--- src/rtl/sequenced_demux_pkg.sv ---
// Shared constants and FSM state type for the sequenced demultiplexer.
package sequenced_demux_pkg;

  localparam int LANES = 32;
  localparam int SEL_W = 5;

  // IDLE: pointer at lane 0, nothing written in the current frame.
  // FILL: a partial auto-sequence frame is in progress.
  typedef enum logic {
    IDLE = 1'b0,
    FILL = 1'b1
  } state_t;

  // True when the index addresses the final lane of a frame.
  function automatic logic is_last_lane(input logic [SEL_W-1:0] idx);
    return idx == SEL_W'(LANES - 1);
  endfunction

endpackage

--- src/rtl/five_to_thirty_two_decoder.sv ---
// One-hot write-enable decoder: a 5-bit lane index becomes a 32-bit
// one-hot vector. All outputs are low when en is low.
module five_to_thirty_two_decoder
  import sequenced_demux_pkg::*;
(
  input  logic [SEL_W-1:0] idx,
  input  logic             en,
  output logic [LANES-1:0] onehot
);

  // Each lane compares the index against its own lane number.
  generate
    for (genvar gi = 0; gi < LANES; gi++) begin : g_lane
      assign onehot[gi] = en && (idx == SEL_W'(gi));
    end
  endgenerate

endmodule

--- src/rtl/sequenced_demultiplexer.sv ---
// Sequenced 1-to-32 demultiplexer.
// Addressed mode (mode=0) writes ip into lane s. Auto-sequence mode
// (mode=1) writes ip into lane ptr and advances ptr. frame_done pulses
// after lane 31 is written in sequence mode.
// Optional feature: define SEQUENCED_DEMUX_PARITY_EN to add op_parity.
// op_parity holds the XOR of op as captured on each frame_done.
module sequenced_demultiplexer
  import sequenced_demux_pkg::*;
#(
  parameter logic [31:0] RST_VAL = 32'h0000_0000
) (
  input  logic             clk,
  input  logic             rst,
  input  logic             ip,
  input  logic             ip_valid,
  input  logic [SEL_W-1:0] s,
  input  logic             mode,
  input  logic             clr,
  output logic [LANES-1:0] op,
  output logic [LANES-1:0] op_strobe,
  output logic [SEL_W-1:0] ptr,
  output logic             frame_done
`ifdef SEQUENCED_DEMUX_PARITY_EN
  ,
  output logic             op_parity
`endif
);

  state_t           state_reg, state_next;
  logic [LANES-1:0] op_reg, op_next;
  logic [LANES-1:0] strobe_reg, strobe_next;
  logic [SEL_W-1:0] ptr_reg, ptr_next;
  logic             frame_done_reg, frame_done_next;
  logic             mode_reg;

  logic             mode_changed;
  logic [SEL_W-1:0] eff_ptr;
  logic [SEL_W-1:0] wr_idx;
  logic             wr_en;
  logic             seq_write;
  logic [LANES-1:0] wr_onehot;

  // A mode change restarts the sequence at lane 0 at that same edge.
  // This means a write in that cycle already uses the new mode at ptr=0.
  assign mode_changed = (mode != mode_reg);
  assign eff_ptr      = mode_changed ? '0 : ptr_reg;
  assign wr_idx       = mode ? eff_ptr : s;
  assign wr_en        = ip_valid && !clr;
  assign seq_write    = wr_en && mode;

  five_to_thirty_two_decoder u_decoder (
    .idx    (wr_idx),
    .en     (wr_en),
    .onehot (wr_onehot)
  );

  // State register plus all datapath registers. The reset is asynchronous.
  always_ff @(posedge clk or posedge rst) begin
    if (rst) begin
      state_reg      <= IDLE;
      op_reg         <= RST_VAL;
      strobe_reg     <= '0;
      ptr_reg        <= '0;
      frame_done_reg <= 1'b0;
      mode_reg       <= 1'b0;
    end else begin
      state_reg      <= state_next;
      op_reg         <= op_next;
      strobe_reg     <= strobe_next;
      ptr_reg        <= ptr_next;
      frame_done_reg <= frame_done_next;
      mode_reg       <= mode;
    end
  end

  // Next-state logic: frame begins on a sequence write and ends on lane 31, clr or mode change.
  always_comb begin
    state_next = state_reg;
    if (clr) begin
      state_next = IDLE;
    end else if (seq_write) begin
      state_next = is_last_lane(eff_ptr) ? IDLE : FILL;
    end else if (mode_changed) begin
      state_next = IDLE;
    end
  end

  // Output / datapath logic: merge the written bit into op and form the pulses.
  always_comb begin
    op_next         = op_reg;
    strobe_next     = '0;
    ptr_next        = eff_ptr;
    frame_done_next = 1'b0;
    if (clr) begin
      op_next  = RST_VAL;
      ptr_next = '0;
    end else begin
      op_next     = (op_reg & ~wr_onehot) | (ip ? wr_onehot : '0);
      strobe_next = wr_onehot;
      if (seq_write) begin
        ptr_next        = eff_ptr + 1'b1;
        frame_done_next = is_last_lane(eff_ptr);
      end
    end
  end

  assign op         = op_reg;
  assign op_strobe  = strobe_reg;
  assign ptr        = ptr_reg;
  assign frame_done = frame_done_reg;

`ifdef SEQUENCED_DEMUX_PARITY_EN
  logic parity_reg;

  // Capture the parity of the completed frame alongside frame_done.
  always_ff @(posedge clk or posedge rst) begin
    if (rst) begin
      parity_reg <= 1'b0;
    end else if (clr) begin
      parity_reg <= 1'b0;
    end else if (frame_done_next) begin
      parity_reg <= ^op_next;
    end
  end

  assign op_parity = parity_reg;
`endif

endmodule

--- config.mk ---
export PLATFORM = sky130hd
export DESIGN_NAME = sequenced_demultiplexer
export DESIGN_NICKNAME = d
export VERILOG_FILES = /design/src/rtl/sequenced_demux_pkg.sv /design/src/rtl/five_to_thirty_two_decoder.sv /design/src/rtl/sequenced_demultiplexer.sv
export SDC_FILE = /design/constraint.sdc
export NUM_CORES = 1
export LEC_CHECK = 0
export CAP_MARGIN = 10
export CORE_MARGIN = 3
export CORE_UTILIZATION = 50
export CTS_BUF_LIST = sky130_fd_sc_hd__clkbuf_4 sky130_fd_sc_hd__clkbuf_8 sky130_fd_sc_hd__clkbuf_16
export CTS_CLUSTER_DIAMETER = 120
export DETAILED_ROUTE_END_ITERATION = 16
export HOLD_SLACK_MARGIN = 0.1
export PLACE_DENSITY = 0.82
export SLEW_MARGIN = 10
export SYNTH_ARGS = -nofsm -noshare
export SYNTH_HDL_FRONTEND = slang
export SYNTH_SLANG_ARGS = --single-unit
--- constraint.sdc ---
create_clock -name clk -period 3.55 [get_ports clk]
set_input_delay 0.5325 -clock clk [delete_from_list [all_inputs] [get_ports clk]]
set_output_delay 0.5325 -clock clk [all_outputs]
set_load 0.02 [all_outputs]
## Word-level counts from Yosys, hierarchy flattened

Index checks and enable logic that the tools add are counted.

| operators by class | value |
|---|---|
| add/sub/neg operators | 1 |
| equality and inequality tests | 33 |
| muxes and demuxes | 9 |
| bitwise operators | 3 |
| reductions and logical operators | 36 |

Operators by type and width:

| operator | number |
|---|---|
| $mux 32 | 3 |
| $eq 5x5->1 const B | 17 |
| $eq 5x4->1 const B | 8 |
| $logic_and 1x1->1 | 34 |
| $and 32x32->32 | 1 |
| $not 32->32 | 1 |
| $or 32x32->32 | 1 |
| $eq 5x3->1 const B | 4 |
| $mux 5 | 4 |
| $eq 5x2->1 const B | 2 |
| $add 5x1->5 const B | 1 |
| $eq 5x1->1 const B | 1 |
| $logic_not 5->1 | 1 |
| $mux 1 | 2 |
| $logic_not 1->1 | 1 |
| $ne 1x1->1 | 1 |

| word-level totals | value |
|---|---|
| bits in registers | 71 |
| bits of input ports | 11 |
| output and inout bits | 70 |

## Depth between registers and ports, before layout

Gate-level depths: netlist of run 1.

| logic depth | value |
|---|---|
| depth in word-level cells | 9 |
| gate-level depth with buffers | 10 |
| mapped depth without buffers | 8 |

## Cells and area by module

From an unflattened synthesis of run 1, not the netlist that was laid out.

| unflattened totals | value |
|---|---|
| cell total of the unflattened synthesis | 278 |
| area total of the unflattened synthesis | 3031.7 um2 |

By module, submodules not included:

| module | instances | cells each | area an instance (um2) | seq. area each (um2) |
|---|---|---|---|---|
| sequenced_demultiplexer | 1 | 231 | 2797.7 | 1776.7 |
| five_to_thirty_two_decoder | 1 | 47 | 234.0 | 0.0 |

## Worst setup path before layout of run 1

OpenSTA, ideal clock, no wires.

| timing | value |
|---|---|
| path kind | input to register |
| from | input mode |
| to | register ptr_reg[4], in the netlist ptr[4] |
| library setup time | 0.121 ns |
| arrival | 1.760 ns |
| data required time | 3.429 ns |
| setup slack | 1.669 ns |
| stages | 10 |
| path buffers | 2 |
| cell sequence | buf_6 > buf_4 > xnor2_1 > nand2_1 > nor2_1 > ha_1 > nand2_1 > o21ai_0 > a22oi_1 > nor2_1 |

| on the way | value |
|---|---|
| word-level cells in the longest chain between the ends | 5 |
| elaborated cells between the ends (all ways) | 6 |

RTL lines:

| what | line | source |
|---|---|---|
| from (decl) | sequenced_demultiplexer.sv:17 | `input logic mode,` |
| $ne 1x1->1 | sequenced_demultiplexer.sv:45 | `assign mode_changed = (mode != mode_reg);` |
| $mux 5 | sequenced_demultiplexer.sv:46 | `assign eff_ptr = mode_changed ? '0 : ptr_reg;` |
| $add 5x1->5 | sequenced_demultiplexer.sv:101 | `ptr_next = eff_ptr + 1'b1;` |
| $mux 5 (*) | sequenced_demultiplexer.sv:100 | `if (seq_write) begin` |
| $mux 5 (*) | sequenced_demultiplexer.sv:94 | `if (clr) begin` |
| net ptr_next[4] | sequenced_demultiplexer.sv:32 | `logic [SEL_W-1:0] ptr_reg, ptr_next;` |
| to (signal assigned) | sequenced_demultiplexer.sv:70 | `ptr_reg <= ptr_next;` |
| to (decl) | sequenced_demultiplexer.sv:32 |  |

Mark *: on every way through the listed nets, which the timed path passes. The rest lies on a longest branch.

## Worst setup path after layout of run 1

| timing | value |
|---|---|
| from | input mode |
| to | register op_reg[5], in the netlist op[5] |

| on the way | value |
|---|---|
| word-level cells in the longest chain between the ends | 9 |
| elaborated cells between the ends (all ways) | 10 |

RTL lines:

| what | line | source |
|---|---|---|
| $ne 1x1->1 | sequenced_demultiplexer.sv:45 |  |
| $mux 5 | sequenced_demultiplexer.sv:46 |  |
| $mux 5 (*) | sequenced_demultiplexer.sv:47 | `assign wr_idx = mode ? eff_ptr : s;` |
| $eq 5x3->1 (*) | five_to_thirty_two_decoder.sv:14 | `assign onehot[gi] = en && (idx == SEL_W'(gi));` |
| $logic_and 1x1->1 (*) | five_to_thirty_two_decoder.sv:14 |  |
| $not 32->32 | sequenced_demultiplexer.sv:98 | `op_next = (op_reg & ~wr_onehot) \| (ip ? wr_onehot : '0);` |
| $and 32x32->32 | sequenced_demultiplexer.sv:98 |  |
| $or 32x32->32 (*) | sequenced_demultiplexer.sv:98 |  |
| $mux 32 (*) | sequenced_demultiplexer.sv:94 |  |
| net op_next[5] | sequenced_demultiplexer.sv:30 | `logic [LANES-1:0] op_reg, op_next;` |
| to (signal assigned) | sequenced_demultiplexer.sv:68 | `op_reg <= op_next;` |
| to (decl) | sequenced_demultiplexer.sv:30 |  |

Marked as above.

==> impl_metrics.yaml, run 1 <==
status:
  status: "complete, no violations"
critical_path:
  critical_path.cell_chain: "clkdlybuf4s50_1 -> buf_4 -> inv_2 -> o32a_1 -> o311ai_0 -> o31ai_1"
  cpLargestDelayFamily: "compound AO/OA/AOI/OAI gates"
  timing.setup.critical_path_class: "in -> reg"
  cp.buffers_inverters: 3
  max_stage_delay_ns: 0.59
  timing.critical_path.fanout_max: 18
  worst_setup_path_end_kind: "register"
  worst_ep_required_time_ns: 3.75
  worstSetupStartpointType: "input port"
  critical-path-slowest-cell: "clkdlybuf4s50_1"
  crit_arrival_ns: 2.63
synth:
  synth-seq-cells: 71
  synth_edf_count: 0
  synthXorXnorAreaFrac_pct: 0.866
  syn_inst: 273
  yosys-mux-area-fraction_pct: 4.29
  syn-mean-instance-area_um2: 11.1
  synth_compound_area_share_pct: 14.1
  synth.lib_cells_used.distinct: 48
  largest_family_of_logic_cells_by_synthesized_area: "simple AND/OR/NAND/NOR gates"
  synth_adder_area_share_pct: 0.412
  synthesized_cell_area_um2: 3040
  synth_fp_nets: 285
  synth.yosys.warnings: 0
  proportion_of_register_bits_with_asynchronous_set_or_reset_after_synthesis_pct: 100
  synth_simple_gate_area_share_pct: 17.2
  postSynth.topFlopCell: "dfrtp_1"
  synth_sequential_area_ratio_pct: 58.5
grt:
  grt_use_total_pct: 22.8
  first_global_vias: 2473
  overflow: 0
  grt_first_pass_wirelength_mm: 12.8
  antenna_violations_before_repair: 0
  largest_net_degree_at_the_start_of_global_routing: 42
power_and_ir_drop:
  powerDensity_nw_per_um2: 366
  peakVddDrop_v: 0.000201
  design_power_total_w: 0.00148
  power_leakage_nw: 1.76
sta:
  slew_headroom_pct: 52.3
  min_period_ns: 2.43
  finalClockSkew_ns: 0.00870
  setup_slack_after_layout_ns: 1.12
  timing_worst_slew_pin_value_ns: 0.716
  timing.final.setup_violations: 0
  max_freq_ghz: 0.411
  setup_repair_after_global_routing_missed_its_margin: "no"
  finalSetupTns_ns: 0
  finalHoldViolations: 0
  period_share_pct: 68.5
  drv_slew: 0
floorplanning:
  die_w_um: 83.9
  floorplan.rows: 27
  die_y_um: 83.9
  die_area_um2: 7040
  initial_core_util_pct: 53.5
  i_o_pin_count: 81
  core_region_area_um2: 5680
routing:
  vias: 2471
  totalWireLength_mm: 7.53
  drtPass1Iterations: 4
  avg_vias_per_cell: 5.76
  drtAntennaViolNets: 0
  wire_per_inst_um: 17.6
  drc: 0
  drt-initial-drc-count: 204
clocking:
  cts_setup_buffers: 0
  clk_pin_slew_worst_paths_ns: 0.07
  clock_tree_from_tritoncts: "built"
  ctsHoldBuffers: 0
  clock_tree.buffer_depth: 2
  cts_htree_levels: 3
  worstSkewPairLatency_ns: 0.34
  cts_buffers: 9
  post_cts_resize_count: 0
  clock-root-buffer: "clkbuf_8"
  clock_sink_count: 71
cells_and_area:
  areaGrowthSynthToFinish_pct: 33.5
  antenna_diode_instance_count: 0
  fillers: 413
  finalCoreUtilization_pct: 71.4
  layout-drive-gt1-share_pct: 9.80
  multi_input_area_um2: 1120
  ff_latch_area_um2: 1780
  design.final.nets: 366
place:
  detailedPlacementHpwl_mm: 5.26
  numPortBuffers: 80
  detailedPlace.worstSlack_ns: 0.621
  gp_congestion: 0.880
job:
  cap_viol_max_count: 0
hold_path:
  hold_class: "in -> async"
report_power, final:
group / switching (W) / internal, W
Sequential: 0.00000460 / 0.000813
Combinational: 0.0000817 / 0.0000378
Clock: 0.000283 / 0.000262
path summary, 6_finish.rpt:
check	start	endpoint	slack (ns)	depth (start not counted)
setup / recovery	mode	op[5]	1.12	6
hold / removal	rst	op_strobe[14]	0.35	2
setup reg to reg	mode_reg	op[5]	1.52	4
hold reg to reg	op[6]	op[6]	0.55	2
max in group asynchronous	rst	op[31]	2.52	3
min in group clk	op[6]	op[6]	0.55	2
kinds of logic after synthesis:
logic type	Yosys count
mux	13
flops	71
simple gates	100
fa+ha+maj	1
buf+inv	29
compound gates	56
xor+xnor	3
synth_stat cells (2+ instances only):
master / count / area [um^2]
dfrtp_1: 71 / 1780
nand2_1: 27 / 101
nor2_1: 27 / 101
o311ai_0: 15 / 131
mux2i_1: 13 / 130
o31ai_1: 12 / 90.1
inv_1: 9 / 33.8
clkbuf_1: 8 / 30.0
nand3_1: 8 / 40.0
a21oi_1: 6 / 30.0
buf_2: 6 / 30.0
nor3_1: 6 / 30.0
nand2b_1: 5 / 31.3
o21ai_0: 5 / 25.0
nor3_2: 4 / 40.0
o41ai_1: 4 / 35.0
and2_1: 3 / 18.8
nand4b_1: 3 / 26.3
o311ai_1: 3 / 26.3
or3_1: 3 / 18.8
a22oi_1: 2 / 15.0
and3_1: 2 / 12.5
buf_4: 2 / 15.0
buf_6: 2 / 22.5
o22ai_1: 2 / 12.5
or4_1: 2 / 15.0
xnor2_1: 2 / 17.5
metal layers:
layer / global-route usage [%] / vias to the layer above / share of wire, %
li1: - / 1151 / -
met1: 31.9 / 1224 / 44
met2: 35.6 / 85 / 48
met3: 5.13 / 11 / 6.4
met4: 7.16 / 0 / 1.2
met5: 0 / - / 0
layout make-up:
type                    count  area share [%]
repair buffers             89            21.4
inverters                  10           0.926
multi-input cells         173            27.6
clock buffers              10            3.40
clock inverters             4           0.587
flip-flops and latches     71            43.8
well taps                  72            2.22
cells in the final DEF, fill, tap and decap left out, types with 5 or more instances in the layout:
cell / Yosys / routed
a21oi_1: 6 / 6
buf_4: 2 / 9
clkbuf_8: 0 / 10
clkdlybuf4s50_1: 0 / 80
dfrtp_1: 71 / 71
inv_1: 9 / 8
mux2i_1: 13 / 13
nand2_1: 27 / 27
nand2b_1: 5 / 5
nand3_1: 8 / 8
nor2_1: 27 / 27
nor3_1: 6 / 6
o21ai_0: 5 / 5
o311ai_0: 15 / 15
o31ai_1: 12 / 12
per-stage QoR:
step	hold WS, ns	area (um^2)	std cells
after detailed placement	0.528	3880	414
after global placement	0.530	3880	414
after global routing	0.364	4050	429
final	0.355	4050	429
after floorplan	0.564	3040	273
after CTS	0.346	4050	428
(Power assumes the default switching activity.)
==> run 2, diff against run 1 <==
--- a/config.mk
+++ b/config.mk
@@ -7,12 +7,12 @@
 export LEC_CHECK = 0
 export CAP_MARGIN = 10
 export CORE_MARGIN = 3
-export CORE_UTILIZATION = 50
+export CORE_UTILIZATION = 43
 export CTS_BUF_LIST = sky130_fd_sc_hd__clkbuf_4 sky130_fd_sc_hd__clkbuf_8 sky130_fd_sc_hd__clkbuf_16
 export CTS_CLUSTER_DIAMETER = 120
 export DETAILED_ROUTE_END_ITERATION = 16
 export HOLD_SLACK_MARGIN = 0.1
-export PLACE_DENSITY = 0.82
+export PLACE_DENSITY = 0.75
 export SLEW_MARGIN = 10
 export SYNTH_ARGS = -nofsm -noshare
 export SYNTH_HDL_FRONTEND = slang
==> constraint.sdc (replaced) <==
create_clock -name clk -period 2.1 [get_ports clk]
set_input_delay 0.315 -clock clk [delete_from_list [all_inputs] [get_ports clk]]
set_output_delay 0.315 -clock clk [all_outputs]
set_load 0.02 [all_outputs]
==> run 2 against run 1 <==
  * Critical path depth unchanged
  * Clock skew rose by 0.0063 ns
  * First-iteration DRC count grew 10%
  * Clock-buffer cell count is 1 higher
  * Worst hold slack improved by 0.068 ns
  * Via count grew 4.3%
  * Sequential power up 69%
  * Critical path type unchanged
  * Highest routed layer unchanged
==> impl_metrics.yaml, run 2 (synthesis results as in run 1) <==
status:
  status: "complete, no violations"
cells_and_area:
  final_area_um2: 4350
  fillers: 547
  areaGrowthSynthToFinish_pct: 43.4
  layout-drive-gt1-share_pct: 17.1
  leading_cell_types_in_the_layout_fill_and_taps_excluded: "80 x clkdlybuf4s50_1, 70 x dfrtp_1, 36 x buf_4"
  ff_latch_area_um2: 1780
  multi_input_area_um2: 1120
  design.final.nets: 395
  finalCoreUtilization_pct: 65.9
  most_common_cell_after_layout_fill_and_taps_aside: "clkdlybuf4s50_1"
  antenna_diode_instance_count: 0
sta:
  finalClockSkew_ns: 0.0149
  max_freq_ghz: 0.516
  finalSetupTns_ns: 0
  min_period_ns: 1.94
  period_share_pct: 92.2
  timing.final.setup_violations: 0
  finalHoldViolations: 0
  drv_slew: 0
  setup_repair_after_global_routing_missed_its_margin: "no"
  slew_headroom_pct: 73.3
  timing_worst_slew_pin_value_ns: 0.398
place:
  numPortBuffers: 80
  detailedPlacementHpwl_mm: 5.55
  post_dp_cell_area_um2: 4160
  gp_congestion: 0.849
critical_path:
  max_stage_delay_ns: 0.50
  critical_path.cell_chain: "clkdlybuf4s50_1 -> buf_4 -> inv_2 -> o32a_2 -> o311ai_0 -> o31ai_1"
  timing.critical_path.fanout_max: 12
  worst_ep_required_time_ns: 2.30
  timing.setup.critical_path_class: "in -> reg"
  crit_arrival_ns: 2.13
  worstSetupStartpointType: "input port"
  worst_setup_path_end_kind: "register"
  critical-path-slowest-cell: "clkdlybuf4s50_1"
power_and_ir_drop:
  powerDensity_nw_per_um2: 616
  power_leakage_nw: 1.91
  design_power_total_w: 0.00268
  peakVddDrop_v: 0.000374
clocking:
  worstSkewPairLatency_ns: 0.34
  clock_tree.buffer_depth: 2
  clock_sink_count: 71
  clock_tree_from_tritoncts: "built"
  cts_htree_levels: 3
  clk_pin_slew_worst_paths_ns: 0.07
  cts_setup_buffers: 0
  cts_buffers: 9
  clock-root-buffer: "clkbuf_8"
routing:
  totalWireLength_mm: 7.71
  routed_length_on_met3_um: 474
  vias: 2577
  avg_vias_per_cell: 5.37
  drtAntennaViolNets: 0
  drt-initial-drc-count: 225
  wire_per_inst_um: 16.1
  wl_met2_mm: 3.68
  drc: 0
  drtPass1Iterations: 4
  detail_route.wirelength.met1_mm: 3.47
  routed.top_layer: "met4"
grt:
  grt_use_total_pct: 19.9
  overflow: 0
  grt_first_pass_wirelength_mm: 13.0
  largest_net_degree_at_the_start_of_global_routing: 72
  first_global_vias: 2482
  antenna_violations_before_repair: 0
floorplanning:
  initial_core_util_pct: 46.0
  i_o_pin_count: 81
  die_w_um: 90.0
  die_y_um: 90.0
  die_area_um2: 8100
  core_region_area_um2: 6600
  floorplan.rows: 29
job:
  cap_viol_max_count: 0
hold_path:
  hold_class: "in -> async"
==> run 2: cell count changes in the layout (fill, tap and decap cells not counted), sizes merged <==
cell and delta:
clkbuf +1, clkinv -2, buf +29, clkinvlp +2, inv -1, bufinv +1
==> run 2: repair_timing <==
item / 4_1_cts / 5_1_grt
resized for setup: 0 / 1
endpoints found under the setup margin: 0 / 2
hold buffers: 0 / 0
==> run 2: report_power, final <==
part / leakage [nW] / switching (W) / internal [W]
registers: 0.987 / 0.00000767 / 0.00137
clock network: 0.0960 / 0.000489 / 0.000565
logic: 0.831 / 0.000145 / 0.0000980
==> run 2: metal layers <==
| layer | vias to the layer above | GRT usage (%) |
|---|---|---|
| li1 | 1207 | - |
| met1 | 1251 | 27.3 |
| met2 | 110 | 30.4 |
| met3 | 9 | 5.59 |
| met4 | 0 | 6.89 |
| met5 | - | 0 |
==> run 2: worst paths after layout <==
path | start | to | slack (ns) | depth (start not counted)
worst max-delay path | mode | op[3] | 0.16 | 6
worst min-delay path | rst | op_strobe[14] | 0.42 | 3
worst max register to register | ptr[1] | op[3] | 0.25 | 4
worst min register to register | op[1] | op[1] | 0.54 | 2
max in group asynchronous | rst | mode_reg | 1.36 | 3
min in group clk | op[1] | op[1] | 0.54 | 2
==> run 2: layout make-up <==
class                   instances  share of cell area (%)
flip-flops and latches         71                    40.9
multi-input cells             173                    25.7
repair buffers                118                    25.5
clock buffers                  11                    3.19
well taps                      93                    2.67
clock inverters                 4                    1.09
inverters                      10                   0.949
==> run 2: critical path, delay by kind of cell <==
| family | cells | cell delay, ns |
|---|---|---|
| AO/OA/AOI/OAI | 3 | 1.06 |
| buffers and inverters | 3 | 0.75 |
==> run 2: metrics by stage <==
stage          hold WS [ns]  setup slack (ns)  std cells
6_report              0.422             0.163        480
5_1_grt               0.470            0.0256        480
4_1_cts               0.449             0.155        480
3_5_place_dp          0.532            -0.180        465
3_3_place_gp          0.528            -0.101        465
2_1_floorplan         0.346             0.385        273
==> run 3, diff against run 2 <==
--- a/config.mk
+++ b/config.mk
@@ -11,6 +11,7 @@
 export CTS_BUF_LIST = sky130_fd_sc_hd__clkbuf_4 sky130_fd_sc_hd__clkbuf_8 sky130_fd_sc_hd__clkbuf_16
 export CTS_CLUSTER_DIAMETER = 120
 export DETAILED_ROUTE_END_ITERATION = 16
+export GPL_ROUTABILITY_DRIVEN = 0
 export HOLD_SLACK_MARGIN = 0.1
 export PLACE_DENSITY = 0.75
 export SLEW_MARGIN = 10
==> run 3 against run 2 <==
  * Critical path depth is 2 lower
  * Routed wire length is 1.8% higher
  * Clock skew is 0.0062 ns lower
  * Via count is 0.39% higher
  * Largest cell class unchanged
  * Largest power group unchanged
==> impl_metrics.yaml, run 3 (synthesis results as in run 1) <==
clocking:
  cts_setup_buffers: 0
  cts_htree_levels: 3
  clock-root-buffer: "clkbuf_8"
  clk_pin_slew_worst_paths_ns: 0.08
  worstSkewPairLatency_ns: 0.36
  clock_tree_from_tritoncts: "built"
  cts_buffers: 9
  clock_sink_count: 71
  ctsHoldBuffers: 0
  clock_tree.buffer_depth: 2
  post_cts_resize_count: 0
critical_path:
  worst-r2r-setup-slack_ns: 0.18
  crit_arrival_ns: 2.15
  worst_ep_required_time_ns: 2.33
  critical_path.reg2reg.startpoint: "mode_reg"
  crit_start: "mode_reg"
  worstSetupStartpointType: "register"
  rr_worst_depth: 4
  worst_setup_path_end_kind: "register"
  timing.critical_path.fanout_max: 11
  r2r-end: "op[17]"
  timing.setup.critical_path_class: "reg -> reg"
power_and_ir_drop:
  power_leakage_nw: 1.93
  powerDensity_nw_per_um2: 670
  peakVddDrop_v: 0.000332
sta:
  slew_headroom_pct: 73.6
  max_freq_ghz: 0.521
  timing_worst_slew_pin_value_ns: 0.394
  final.hold.worst_slack_ns: 0.409
  finalHoldViolations: 0
  period_share_pct: 91.3
  min_period_ns: 1.92
  setup_slack_after_layout_ns: 0.182
  drv_slew: 0
  timing.final.setup_violations: 0
  setup_repair_after_global_routing_missed_its_margin: "no"
  finalClockSkew_ns: 0.00872
routing:
  avg_vias_per_cell: 5.45
  drtAntennaViolNets: 0
  totalWireLength_mm: 7.85
  vias: 2587
  drc: 0
  drtPass1Iterations: 5
  wire_per_inst_um: 16.5
  drt-initial-drc-count: 194
cells_and_area:
  areaGrowthSynthToFinish_pct: 44.4
  multi_input_area_um2: 1120
  design.final.nets: 389
  leading_cell_types_in_the_layout_fill_and_taps_excluded: "80 x clkdlybuf4s50_1, 71 x dfrtp_1, 28 x buf_4"
  fillers: 542
  antenna_diode_instance_count: 0
  ff_latch_area_um2: 1780
  most_common_cell_after_layout_fill_and_taps_aside: "clkdlybuf4s50_1"
  layout-drive-gt1-share_pct: 15.7
job:
  cap_viol_max_count: 0
floorplanning:
  die_area_um2: 8100
  i_o_pin_count: 81
  floorplan.rows: 29
  core_region_area_um2: 6600
  die_w_um: 90.0
  die_y_um: 90.0
  initial_core_util_pct: 46.0
grt:
  grt_first_pass_wirelength_mm: 12.9
  overflow: 0
  first_global_vias: 2498
  largest_net_degree_at_the_start_of_global_routing: 72
  antenna_violations_before_repair: 0
  grt_use_total_pct: 19.8
hold_path:
  hold_class: "in -> async"
place:
  numPortBuffers: 80
  detailedPlace.worstSlack_ns: -0.131
  detailedPlacementHpwl_mm: 5.48
status:
  status: "complete, no violations"
[run 3: metrics by stage]
step	utilization, %	instances	setup TNS (ns)	instance area (um^2)	total power [W]
after floorplan	-	273	0	3040	0.00153
after global placement	62.8	459	-0.737	4140	0.00164
after detailed placement	62.8	459	-1.58	4140	0.00165
after CTS	66.4	475	0	4380	0.00296
after global routing	66.4	475	0	4380	0.00304
final	66.4	475	0	4380	0.00294
[run 3: final cells by class]
| class | count | area share, % |
|---|---|---|
| timing repair buffer | 112 | 24.9 |
| tap | 93 | 2.65 |
| sequential | 71 | 40.5 |
| clock buffer | 10 | 3.00 |
| clock inverter | 6 | 2.48 |
| multi-input combinational | 173 | 25.5 |
| inverter | 10 | 0.942 |
[run 3: worst max-delay path by stage]
stage / endpoint / slack [ns] / cells past startpoint
CTS: op[5] / 0.20 / 4
finish: op[17] / 0.18 / 4
floorplan: op[27] / 0.39 / 6
global placement: op[30] / -0.12 / 6
global route: op[3] / 0.009 / 4
detailed placement: op[30] / -0.13 / 6
[run 3: report_power, final]
part	leakage [nW]	switching, W	total (W)	internal [W]
logic	0.814	0.000145	0.000241	0.0000955
registers	0.988	0.00000795	0.00138	0.00137
clock network	0.124	0.000517	0.00132	0.000800
total	1.93	0.000670	0.00294	0.00227
[run 3: worst max-delay path, cell delays in order, from the launching register on]
cell     delay (ns)
dfrtp_1        0.57
nand2_2        0.20
o32a_1         0.47
buf_4          0.20
o41ai_1        0.34
[run 3: routing by layer]
metal	share of wire, %	vias to the layer above	global-route usage [%]
met4	1.7	0	7.14
li1	-	1203	-
met1	43	1247	26.4
met3	8.2	13	6.43
met2	47	124	30.2
met5	0	-	0
